File: src/rtl/multicycle_controller.sv
`timescale 1ns/1ps
// Moore sequencer for the shared-memory multicycle RV32I datapath; outputs are combinational from state (+ mem_ready/zero/op/funct).
// Stalls in FETCH/MEMREAD/MEMWRITE until mem_ready; unsupported opcodes latch into TRAP until reset.
module multicycle_controller #(
  parameter int STATE_W = 4
) (
  input  logic               clk,
  input  logic               rst_n,
  input  logic [6:0]         op,
  input  logic [2:0]         funct3,
  input  logic               funct7,
  input  logic               zero,
  input  logic               mem_ready,
  output logic               PCWrite,
  output logic               AdrSrc,
  output logic               MemWrite,
  output logic               IRWrite,
  output logic [1:0]         ResultSrc,
  output logic [1:0]         ALUSrcA,
  output logic [1:0]         ALUSrcB,
  output logic               RegWrite,
  output logic [1:0]         ImmSrc,
  output logic [2:0]         ALUControl,
  output logic               illegal,
  output logic [STATE_W-1:0] state
);

  localparam logic [6:0] OP_LOAD  = 7'b0000011;
  localparam logic [6:0] OP_STORE = 7'b0100011;
  localparam logic [6:0] OP_R     = 7'b0110011;
  localparam logic [6:0] OP_I     = 7'b0010011;
  localparam logic [6:0] OP_BR    = 7'b1100011;
  localparam logic [6:0] OP_JAL   = 7'b1101111;

  typedef enum logic [STATE_W-1:0] {
    FETCH    = STATE_W'(0),
    DECODE   = STATE_W'(1),
    MEMADR   = STATE_W'(2),
    MEMREAD  = STATE_W'(3),
    MEMWB    = STATE_W'(4),
    MEMWRITE = STATE_W'(5),
    EXECR    = STATE_W'(6),
    EXECI    = STATE_W'(7),
    ALUWB    = STATE_W'(8),
    BRANCH   = STATE_W'(9),
    JAL      = STATE_W'(10),
    TRAP     = STATE_W'(11)
  } state_t;

  state_t     cur_st, nxt_st;
  logic [1:0] aluop;
  logic       pc_we, mem_we, ir_we, rf_we;

  always_ff @(posedge clk) begin
    if (!rst_n) cur_st <= FETCH;
    else        cur_st <= nxt_st;
  end

  assign state = cur_st;

  always_comb begin
    nxt_st    = cur_st;
    pc_we     = 1'b0;
    mem_we    = 1'b0;
    ir_we     = 1'b0;
    rf_we     = 1'b0;
    AdrSrc    = 1'b0;
    ResultSrc = 2'b00;
    ALUSrcA   = 2'b00;
    ALUSrcB   = 2'b00;
    aluop     = 2'b00;
    illegal   = 1'b0;
    case (cur_st)
      FETCH: begin
        ALUSrcB   = 2'b10;
        ResultSrc = 2'b10;
        ir_we     = mem_ready;
        pc_we     = mem_ready;
        if (mem_ready) nxt_st = DECODE;
      end
      DECODE: begin
        // Precompute the branch target into ALUOut while the opcode is decoded
        ALUSrcA = 2'b01;
        ALUSrcB = 2'b01;
        case (op)
          OP_LOAD, OP_STORE: nxt_st = MEMADR;
          OP_R:              nxt_st = EXECR;
          OP_I:              nxt_st = EXECI;
          OP_BR:             nxt_st = BRANCH;
          OP_JAL:            nxt_st = JAL;
          default:           nxt_st = TRAP;
        endcase
      end
      MEMADR: begin
        ALUSrcA = 2'b10;
        ALUSrcB = 2'b01;
        nxt_st  = op[5] ? MEMWRITE : MEMREAD;
      end
      MEMREAD: begin
        AdrSrc = 1'b1;
        if (mem_ready) nxt_st = MEMWB;
      end
      MEMWB: begin
        ResultSrc = 2'b01;
        rf_we     = 1'b1;
        nxt_st    = FETCH;
      end
      MEMWRITE: begin
        AdrSrc = 1'b1;
        mem_we = 1'b1;
        if (mem_ready) nxt_st = FETCH;
      end
      EXECR: begin
        ALUSrcA = 2'b10;
        aluop   = 2'b10;
        nxt_st  = ALUWB;
      end
      EXECI: begin
        ALUSrcA = 2'b10;
        ALUSrcB = 2'b01;
        aluop   = 2'b10;
        nxt_st  = ALUWB;
      end
      ALUWB: begin
        rf_we  = 1'b1;
        nxt_st = FETCH;
      end
      BRANCH: begin
        // funct3[0] distinguishes bne from beq
        ALUSrcA = 2'b10;
        aluop   = 2'b01;
        pc_we   = zero ^ funct3[0];
        nxt_st  = FETCH;
      end
      JAL: begin
        ALUSrcA = 2'b01;
        ALUSrcB = 2'b10;
        pc_we   = 1'b1;
        nxt_st  = ALUWB;
      end
      TRAP: begin
        illegal = 1'b1;
        nxt_st  = TRAP;
      end
      default: nxt_st = FETCH;
    endcase
  end

  assign PCWrite  = rst_n & pc_we;
  assign MemWrite = rst_n & mem_we;
  assign IRWrite  = rst_n & ir_we;
  assign RegWrite = rst_n & rf_we;

  always_comb begin
    ALUControl = 3'b000;
    case (aluop)
      2'b01: ALUControl = 3'b001;
      2'b10: begin
        case (funct3)
          3'b000:  ALUControl = (op[5] & funct7) ? 3'b001 : 3'b000;
          3'b010:  ALUControl = 3'b101;
          3'b110:  ALUControl = 3'b011;
          3'b111:  ALUControl = 3'b010;
          default: ALUControl = 3'b000;
        endcase
      end
      default: ALUControl = 3'b000;
    endcase
  end

  always_comb begin
    ImmSrc = 2'b00;
    case (op)
      OP_STORE: ImmSrc = 2'b01;
      OP_BR:    ImmSrc = 2'b10;
      OP_JAL:   ImmSrc = 2'b11;
      default:  ImmSrc = 2'b00;
    endcase
  end

endmodule

File: config.mk
export PLATFORM = sky130hd
export DESIGN_NAME = multicycle_controller
export DESIGN_NICKNAME = d
export VERILOG_FILES = /design/src/rtl/multicycle_controller.sv
export SDC_FILE = /design/constraint.sdc
export NUM_CORES = 1
export LEC_CHECK = 0
export ABC_AREA = 1
export BUFFER_PORTS_ARGS = -buffer_cell sky130_fd_sc_hd__clkbuf_2
export CAP_MARGIN = 20
export CORE_AREA = 10 10 48 50
export CTS_CLUSTER_SIZE = 8
export DETAILED_ROUTE_END_ITERATION = 10
export DIE_AREA = 0 0 58 60
export GPL_TIMING_DRIVEN = 1
export PLACE_DENSITY = 0.73
export SLEW_MARGIN = 15
export SYNTH_ARGS = -nofsm -noshare
export SYNTH_HDL_FRONTEND = slang
export SYNTH_SLANG_ARGS = --single-unit
File: constraint.sdc
create_clock -name clk -period 2.03 [get_ports clk]
set_input_delay 0.406 -clock clk [delete_from_list [all_inputs] [get_ports clk]]
set_output_delay 0.406 -clock clk [all_outputs]
set_load 0.02 [all_outputs]
### After elaboration in Yosys (flattened, before gate mapping)

Index checks and enable logic that the tools add are counted.

| storage, ports and cells | value |
|---|---|
| register bits after elaboration | 4 |
| latch bits | 0 |
| bits in writable memories | 0 |
| bits in read-only memories | 0 |
| bits of input ports | 15 |
| output and inout port bits | 21 |
| word-level logic and storage cells | 64 |
| memories | 0 |

| cells by class | value |
|---|---|
| add/sub/neg operators | 0 |
| $mul | 0 |
| div/mod/pow operators | 0 |
| $lt $le $gt $ge | 0 |
| eq/ne operators | 25 |
| shift operators | 0 |
| multiplexer cells | 20 |
| bitwise gates (word level) | 6 |
| reductions and logical operators | 12 |

Operators by type and width:

| operator | count |
|---|---|
| $pmux 4 s7 | 1 |
| $pmux 4 s5 | 1 |
| $eq 4x3->1 const B | 4 |
| $eq 4x4->1 const B | 4 |
| $pmux 2 s2 | 4 |
| $eq 7x6->1 const B | 2 |
| $eq 7x7->1 const B | 2 |
| $mux 4 | 3 |
| $pmux 3 s4 | 1 |
| $reduce_or 2->1 | 6 |
| $eq 4x2->1 const B | 2 |
| $eq 7x2->1 const B | 1 |
| $eq 7x5->1 const B | 1 |
| $eq 3x3->1 const B | 2 |
| $mux 1 | 6 |
| $ne 2x2->1 const B | 3 |
| $pmux 2 s3 | 1 |
| $pmux 3 s2 | 1 |
| $reduce_or 3->1 | 2 |
| $and 1x1->1 | 5 |
| $eq 4x1->1 const B | 1 |
| $logic_not 4->1 | 1 |
| $reduce_or 4->1 | 1 |
| $eq 3x2->1 const B | 1 |
| other kinds (7) | 7 |

### Logic depth before layout (Yosys ltp)

Gate-level depths: netlist of the first run.

| logic depth | value |
|---|---|
| word-level depth | 5 |
| depth in mapped cells | 10 |
| depth with buffers taken out | 10 |

### Worst setup path after synthesis of the first run

OpenSTA, ideal clock, no wires.

| timing path | value |
|---|---|
| kind | reg-to-output |
| start point | register cur_st[3], in the netlist state[3] |
| end point | output port ALUControl[0] |
| data arrival time | 1.895 ns |
| data required time | 1.624 ns |
| path slack | -0.271 ns |
| cell stages (with the launch flop) | 8 |
| path buffers | 0 |
| cells stage by stage | dfxtp_1 -> nand2_1 -> nor2_1 -> inv_1 -> ha_1 -> inv_1 -> nand4_1 -> o31ai_1 |

| between the ends | value |
|---|---|
| cells in the longest elaborated chain, start to end | 5 |
| elaborated cells on any way between the ends | 8 |
| those cells by class | eq/ne: 5; mux: 2; reduce/logical: 1 |

RTL lines:

| element | RTL line | source |
|---|---|---|
| start: declaration | 50 | `state_t cur_st, nxt_st;` |
| start signal: assignment | 56 | `else cur_st <= nxt_st;` |
| $eq 4x3->1 | 73 | `case (cur_st)` |
| $reduce_or 2->1 (no source line) | n/a |  |
| $pmux 2 s2 (*) | 73 |  |
| $eq 2x2->1 or $eq 2x1->1 (tied branches) | 156 | `case (aluop)` |
| $pmux 3 s2 (*) | 156 |  |
| end: declaration | 23 | `output logic [2:0] ALUControl,` |

Every way passes the cells marked *; elsewhere a longest branch is shown, timed or not.

### Worst setup path in the final report of the first run

| timing path | value |
|---|---|
| start point | register cur_st[2], in the netlist state[2] |
| end point | output port ALUControl[0] |

The elaborated chain is that of the path after synthesis.

==> results of run 1 <==
==> power by group <==
part,leakage [nW],internal [W],switching [W],total [W]
sequential,0.0347,0.000116,0.0000306,0.000146
clock,0.0138,0.0000665,0.0000384,0.000105
combinational,0.473,0.000311,0.000566,0.000877
==> through the flow <==
stage / hold slack [ns] / util [%] / setup TNS (ns) / power, W
2_1_floorplan: 0.504 / - / 0 / 0.000626
3_3_place_gp: 0.614 / 55.5 / 0 / 0.000895
3_5_place_dp: 0.633 / 55.5 / 0 / 0.000906
4_1_cts: 0.384 / 63.6 / -0.0633 / 0.00107
5_1_grt: 0.398 / 67.9 / -0.273 / 0.00122
6_report: 0.379 / 67.9 / -0.111 / 0.00113
==> worst register-to-register path, stage by stage (launching register included) <==
cell	delay, ns
sky130_fd_sc_hd__dfxtp_2	0.33
sky130_fd_sc_hd__inv_4	0.07
sky130_fd_sc_hd__nor2_4	0.04
sky130_fd_sc_hd__buf_4	0.12
sky130_fd_sc_hd__buf_4	0.13
sky130_fd_sc_hd__buf_4	0.13
sky130_fd_sc_hd__nand2_1	0.07
sky130_fd_sc_hd__nand2_1	0.10
sky130_fd_sc_hd__o21ai_2	0.14
sky130_fd_sc_hd__o21ai_0	0.10
sky130_fd_sc_hd__a21oi_1	0.13
==> path summary, 6_finish.rpt <==
kind	from	end	depth (start not counted)
worst max-delay path	state[2]	ALUControl[0]	11
worst min-delay path	rst_n	state[1]	3
worst max register to register	state[2]	state[2]	10
worst min register to register	state[1]	state[3]	3
==> placed cells by master, fill, tap and decap left out, types with 2 or more instances in the layout <==
cell	n
sky130_fd_sc_hd__inv_2	3
sky130_fd_sc_hd__o211ai_1	3
sky130_fd_sc_hd__nor2_4	5
sky130_fd_sc_hd__inv_4	2
sky130_fd_sc_hd__clkbuf_2	32
sky130_fd_sc_hd__a21oi_2	2
sky130_fd_sc_hd__nor2_1	11
sky130_fd_sc_hd__o21ai_0	3
sky130_fd_sc_hd__a211oi_1	2
sky130_fd_sc_hd__buf_4	15
sky130_fd_sc_hd__nand2_1	17
sky130_fd_sc_hd__a21oi_1	5
sky130_fd_sc_hd__clkbuf_4	3
sky130_fd_sc_hd__nor2_2	3
sky130_fd_sc_hd__nand3_1	9
sky130_fd_sc_hd__buf_6	2
sky130_fd_sc_hd__inv_1	14
sky130_fd_sc_hd__dfxtp_2	3
==> what timing repair did <==
| item | 4_1_cts | 5_1_grt |
|---|---|---|
| endpoints found under the setup margin | 3 | 5 |
| pin swaps | 3 | 3 |
| buffers inserted | 5 | 2 |
| hold endpoints to repair | 0 | 0 |
| resized for setup | 19 | 16 |
==> layer usage <==
metal  global-route usage [%]  share of wire [%]
met1                     11.7                 35
met2                     25.8                 52
met3                     4.45                9.7
met4                     6.04                3.5
met5                        0                  0
==> cells by family after synthesis <==
family / after synthesis
adder cells (fa/ha/maj): 2
buffers and inverters: 19
flip-flops: 4
AND/OR/NAND/NOR: 51
AO/OA/AOI/OAI: 18
XOR/XNOR: 1
==> cell type report <==
type	instances	area, um^2
timing repair buffer	50	309
inverter	19	76.3
fill	124	460
sequential	4	87.6
tap	16	20.0
clock buffer	3	22.5
multi-input combinational	72	460
==> results.md, run 1 <==
• sort of element at the start of the critical path: flop
• Overall Global Routing Usage: 13.1%
• crit-path max FO: 3
• count of cell types in the netlist: 18
• ys async rst share: 0%
• minimum period implied by the final worst setup slack: 2.11 ns
• fmax: 0.473 GHz
• worst setup margin: -0.0830 ns
• number of inserted diodes: 0
• critical path data required time: 1.62 ns
• sinks on the clock net: 4
• data arrival time of the critical path: 1.71 ns
• count of standard-cell rows: 14
• global-route wire length before repair: 3670 um
• total of max-cap violations: 0
• largest family of logic cells by synthesized area: simple AND/OR/NAND/NOR gates
• placed instance area: 797 um^2
• drt initial violations: 30
• number of flip-flops in the largest register: 4
• flip-flop cell with the highest count after synthesis: sky130_fd_sc_hd__dfxtp_1
• aggregate global routing overflow: 0
• Antenna Nets Post-Route: 0
• Post-synth EDFFs: 0
• Crit path largest cell delay: 0.33 ns
• Die Y: 60 um
• number of cells produced by synthesis: 95
• share of post-route cells with drive strength above 1: 54.1%
• setup repair after global routing missed its margin: yes
• vias in the first global route: 845
• final-report setup violation count: 2
• violated checks: setup timing
• detailed-router iteration count before antenna repair: 4
• Floorplan Core Area: 1440 um^2
• clock root buffer master: sky130_fd_sc_hd__clkbuf_4
• buffers and inverters on the worst path: 4
• pin count of the biggest net entering global routing: 8
• Layout Area Growth over Synthesis: 88.0%
• HPWL after DPL: 1730 um
• power per cell area: 1160 nW/um^2
• Total Nets Final: 167
• Top Family by Delay on Critical Path: flip-flops
• final instance area: 976 um^2
• overall die area: 3480 um^2
• portion of the clock cycle consumed by the worst path in the final layout: 104%
• Critical Path Slowest Stage Cell: sky130_fd_sc_hd__dfxtp_2
• # port buffers: 35
• simple-gate share of the synthesized area: 42.7%
• proportion of synthesized area in mux cells: 0%
• die extent in x: 58 um
• average routed wire per standard cell: 14.5 um
• clock insertion delay at the later pin of the skew report: 0.25 ns
• maximum clock path buffer count: 2
• final-report max-slew violation count: 0
• outcome: finished with violations
• category of the critical setup timing path: reg -> out
• cell seen most often among critical-path stages: sky130_fd_sc_hd__inv_4
• top-level I/O count: 36
• initial cell density of the core: 36.1%
• CTS clock-pin slew for the worst setup and hold paths: 0.04 ns
• Num CTS Buffers: 3
• synthesized net count: 112
• netlist area before placement: 519 um^2
• fraction of synthesized cell area in xor and xnor cells: 1.69%
• pre-CTS worst setup slack: 0.00637 ns
• post-synthesis average cell area: 5.47 um^2
• adder and majority gate portion of the synthesized area: 4.82%
• DRC violation count after routing: 0
• clock tree skew after final layout: 0.00896 ns
• H-tree Lvls: 1
• count of state elements after synthesis: 4
• worst min path class: in -> reg
• VDD IR max: 0.621 mV
• # hold bufs at CTS: 0
• area fraction in compound gates after synthesis: 21.7%
• top cells by count, synth: sky130_fd_sc_hd__inv_1, sky130_fd_sc_hd__nand2_1, sky130_fd_sc_hd__nor2_1
• leakage dissipation: 0.522 nW
• placer's final routability congestion estimate: 0.840
• overall via count from detail_route: 859
• Seq/Total Area, Yosys: 15.4%
• clock tree from TritonCTS: yes
• Fin. Hold Viols: 0
• area fraction of the dominant cell type after synthesis: 15.4%
• largest cells by area after synthesis: sky130_fd_sc_hd__dfxtp_1, sky130_fd_sc_hd__inv_1, sky130_fd_sc_hd__nand2_1
• antenna violations before repair: 0
• detail-routed via count per cell: 5.24
• headroom to the max-slew limit: 83.6%
• setup slack, reg-to-reg: 0.59 ns
• final cell count without fillers: 164
• overall routed net length: 2380 um
• type of element capturing the critical path: output port
• most area-hungry cell type in the Yosys netlist: sky130_fd_sc_hd__dfxtp_1
• worst slew pin tran: 0.246 ns
• total placed cells including tap cells: 154
• synthesis warning total: 0
• cell chain of the critical path: inv_4 > nand2_4 > nor2_4 > inv_2 > ha_4 > inv_4 > nand3_4 > nor2_2 > a21oi_2 > o31ai_4 > clkbuf_8
Power figures use the tool's default switching activity.
==> run 2: changes to the inputs <==
--- a/config.mk
+++ b/config.mk
@@ -8,10 +8,9 @@
 export ABC_AREA = 1
 export BUFFER_PORTS_ARGS = -buffer_cell sky130_fd_sc_hd__clkbuf_2
 export CAP_MARGIN = 20
-export CORE_AREA = 10 10 48 50
-export CTS_CLUSTER_SIZE = 8
+export CORE_AREA = 3 3 41 43
 export DETAILED_ROUTE_END_ITERATION = 10
-export DIE_AREA = 0 0 58 60
+export DIE_AREA = 0 0 44 46
 export GPL_TIMING_DRIVEN = 1
 export PLACE_DENSITY = 0.73
 export SLEW_MARGIN = 15
==> run 2 against run 1 <==
Critical endpoint unchanged. Highest routed layer is now met3. Setup slack got worse by 0.026 ns. Die area decreased by 42%. Sequential share of layout area rose by 0.15 points. Cell count down 1.8%. Clock power is 7% lower. The flow still finishes with violations (setup timing). Sequential cell count unchanged. Routed wire length is 15% lower.
==> results.md, run 2 (synthesis gave the netlist of run 1 again) <==
• violated checks: setup timing
• highest-count cells in the layout ignoring fill and taps: sky130_fd_sc_hd__clkbuf_2, sky130_fd_sc_hd__nand2_1, sky130_fd_sc_hd__inv_1
• CTS clock-pin slew for the worst setup and hold paths: 0.04 ns
• type of element capturing the critical path: output port
• final sum of negative setup slack: -0.155 ns
• Die Y: 46 um
• portion of total power attributed to combinational logic: 77.6%
• share of post-route cells with drive strength above 1: 52.7%
• leading cell type in the layout, fill and taps excluded: sky130_fd_sc_hd__clkbuf_2
• number of inserted diodes: 0
• Seq pwr share: 13.6%
• clock tree from TritonCTS: yes
• fraction of met3 tracks used by global routing: 3.95%
• top-level I/O count: 36
• vias in the first global route: 756
• H-tree Lvls: 1
• Layout Area Growth over Synthesis: 84.8%
• leakage dissipation: 0.513 nW
• headroom to the max-slew limit: 83.9%
• Floorplan Core Area: 1330 um^2
• final-report setup violation count: 2
• count of standard-cell rows: 13
• detail-routed via count per cell: 5.13
• Overall Global Routing Usage: 20.3%
• sort of element at the start of the critical path: flop
• final hold slack: 0.376 ns
• Most Crowded Layer GR: met2
• met1 Use GR: 22.8%
• worst setup margin: -0.109 ns
• total of max-cap violations: 0
• overall routed net length: 2010 um
• pin count of the biggest net entering global routing: 8
• category of the critical setup timing path: reg -> out
• sinks on the clock net: 4
• placer's final routability congestion estimate: 0.822
• Total Nets Final: 165
• clock root buffer master: sky130_fd_sc_hd__clkbuf_4
• antenna violations before repair: 0
• clock tree skew after final layout: 0.00774 ns
• maximum clock path buffer count: 2
• fraction of power spent switching nets: 55.4%
• critical path data required time: 1.62 ns
• data arrival time of the critical path: 1.73 ns
• crit-path max FO: 3
• worst min path class: in -> reg
• worst slew pin tran: 0.241 ns
• detailed-router iteration count before antenna repair: 4
• overall die area: 2020 um^2
• final instance area: 960 um^2
• number of filler instances in the final layout: 120
• global-route wire length before repair: 3130 um
• number of flip-flops in the largest register: 4
• fmax: 0.467 GHz
• Num CTS Buffers: 3
• aggregate global routing overflow: 0
• overall via count from detail_route: 826
• power per cell area: 1150 nW/um^2
• Fin. Hold Viols: 0
• Antenna Nets Post-Route: 0
• average routed wire per standard cell: 12.5 um
• Clk network pwr share: 8.8%
• Power Internal: 0.000493 W
• final-report max-slew violation count: 0
• HPWL after DPL: 1490 um
• met2 usage in global routing: 39.2%
• placed instance area: 788 um^2
• DRC violation count after routing: 0
• VDD IR max: 0.733 mV
• setup repair after global routing missed its margin: yes
• outcome: finished with violations
• # port buffers: 35
• clock insertion delay at the later pin of the skew report: 0.24 ns
• die extent in x: 44 um
• drt initial violations: 17
• switching power: 0.000613 W
• minimum period implied by the final worst setup slack: 2.14 ns
• portion of the clock cycle consumed by the worst path in the final layout: 105%
• initial cell density of the core: 38.9%
## run 2: what timing repair did
action                                  in CTS  in global routing
endpoints found under the setup margin       3                  4
resized for setup                           16                 18
buffers inserted                             2                  4
gates cloned                                 0                  0
hold buffers                                 0                  0
pin swaps                                    4                  5
## run 2: area by class of cell
cell class | instances | area [um^2] | area share, %
Multi-Input combinational cell | 72 | 458 | 47.7
Tap cell | 15 | 18.8 | 1.96
Inverter | 19 | 78.8 | 8.21
Sequential cell | 4 | 87.6 | 9.13
Clock buffer | 3 | 22.5 | 2.35
Timing Repair Buffer | 48 | 294 | 30.6
## run 2: power groups by stage
stage	sequential, W	combinational, W	clock [W]
detailed placement	0.000135	0.000757	0
CTS	0.000145	0.000802	0.000102
floorplan	0.000188	0.000438	0
global route	0.000152	0.000946	0.000107
global placement	0.000133	0.000745	0
finish	0.000151	0.000858	0.0000975
## run 2: critical path, stage by stage, from the launching register on
cell,delay (ns)
sky130_fd_sc_hd__dfxtp_2,0.33
sky130_fd_sc_hd__inv_4,0.08
sky130_fd_sc_hd__nand2_4,0.05
sky130_fd_sc_hd__nor2_4,0.11
sky130_fd_sc_hd__inv_2,0.06
sky130_fd_sc_hd__ha_4,0.27
sky130_fd_sc_hd__inv_4,0.04
sky130_fd_sc_hd__buf_4,0.13
sky130_fd_sc_hd__a21oi_2,0.19
sky130_fd_sc_hd__o31ai_4,0.09
sky130_fd_sc_hd__clkbuf_8,0.16
## run 2: metal layers
metal,vias to the layer above,part of all wire (%)
met1,377,36
met2,33,58
li1,416,-
met4,0,0
met3,0,6.4
met5,-,0
## run 2: path summary, 6_finish.rpt
| kind | slack, ns | end | start | cells past startpoint |
|---|---|---|---|---|
| max | -0.11 | ALUControl[0] | state[2] | 10 |
| min | 0.38 | state[1] | rst_n | 3 |
| max reg2reg | 0.66 | state[0] | state[2] | 8 |
| min reg2reg | 0.66 | state[3] | state[1] | 3 |
## run 2: per-stage QoR
stage,utilization [%],setup slack (ns),cells,total power [W]
after floorplan,-,0.0161,95,0.000626
after global placement,59.1,0.0673,152,0.000878
after detailed placement,59.1,0.0112,152,0.000892
after CTS,64.6,-0.164,157,0.00105
after global routing,72.0,-0.195,161,0.00120
final,72.0,-0.109,161,0.00111
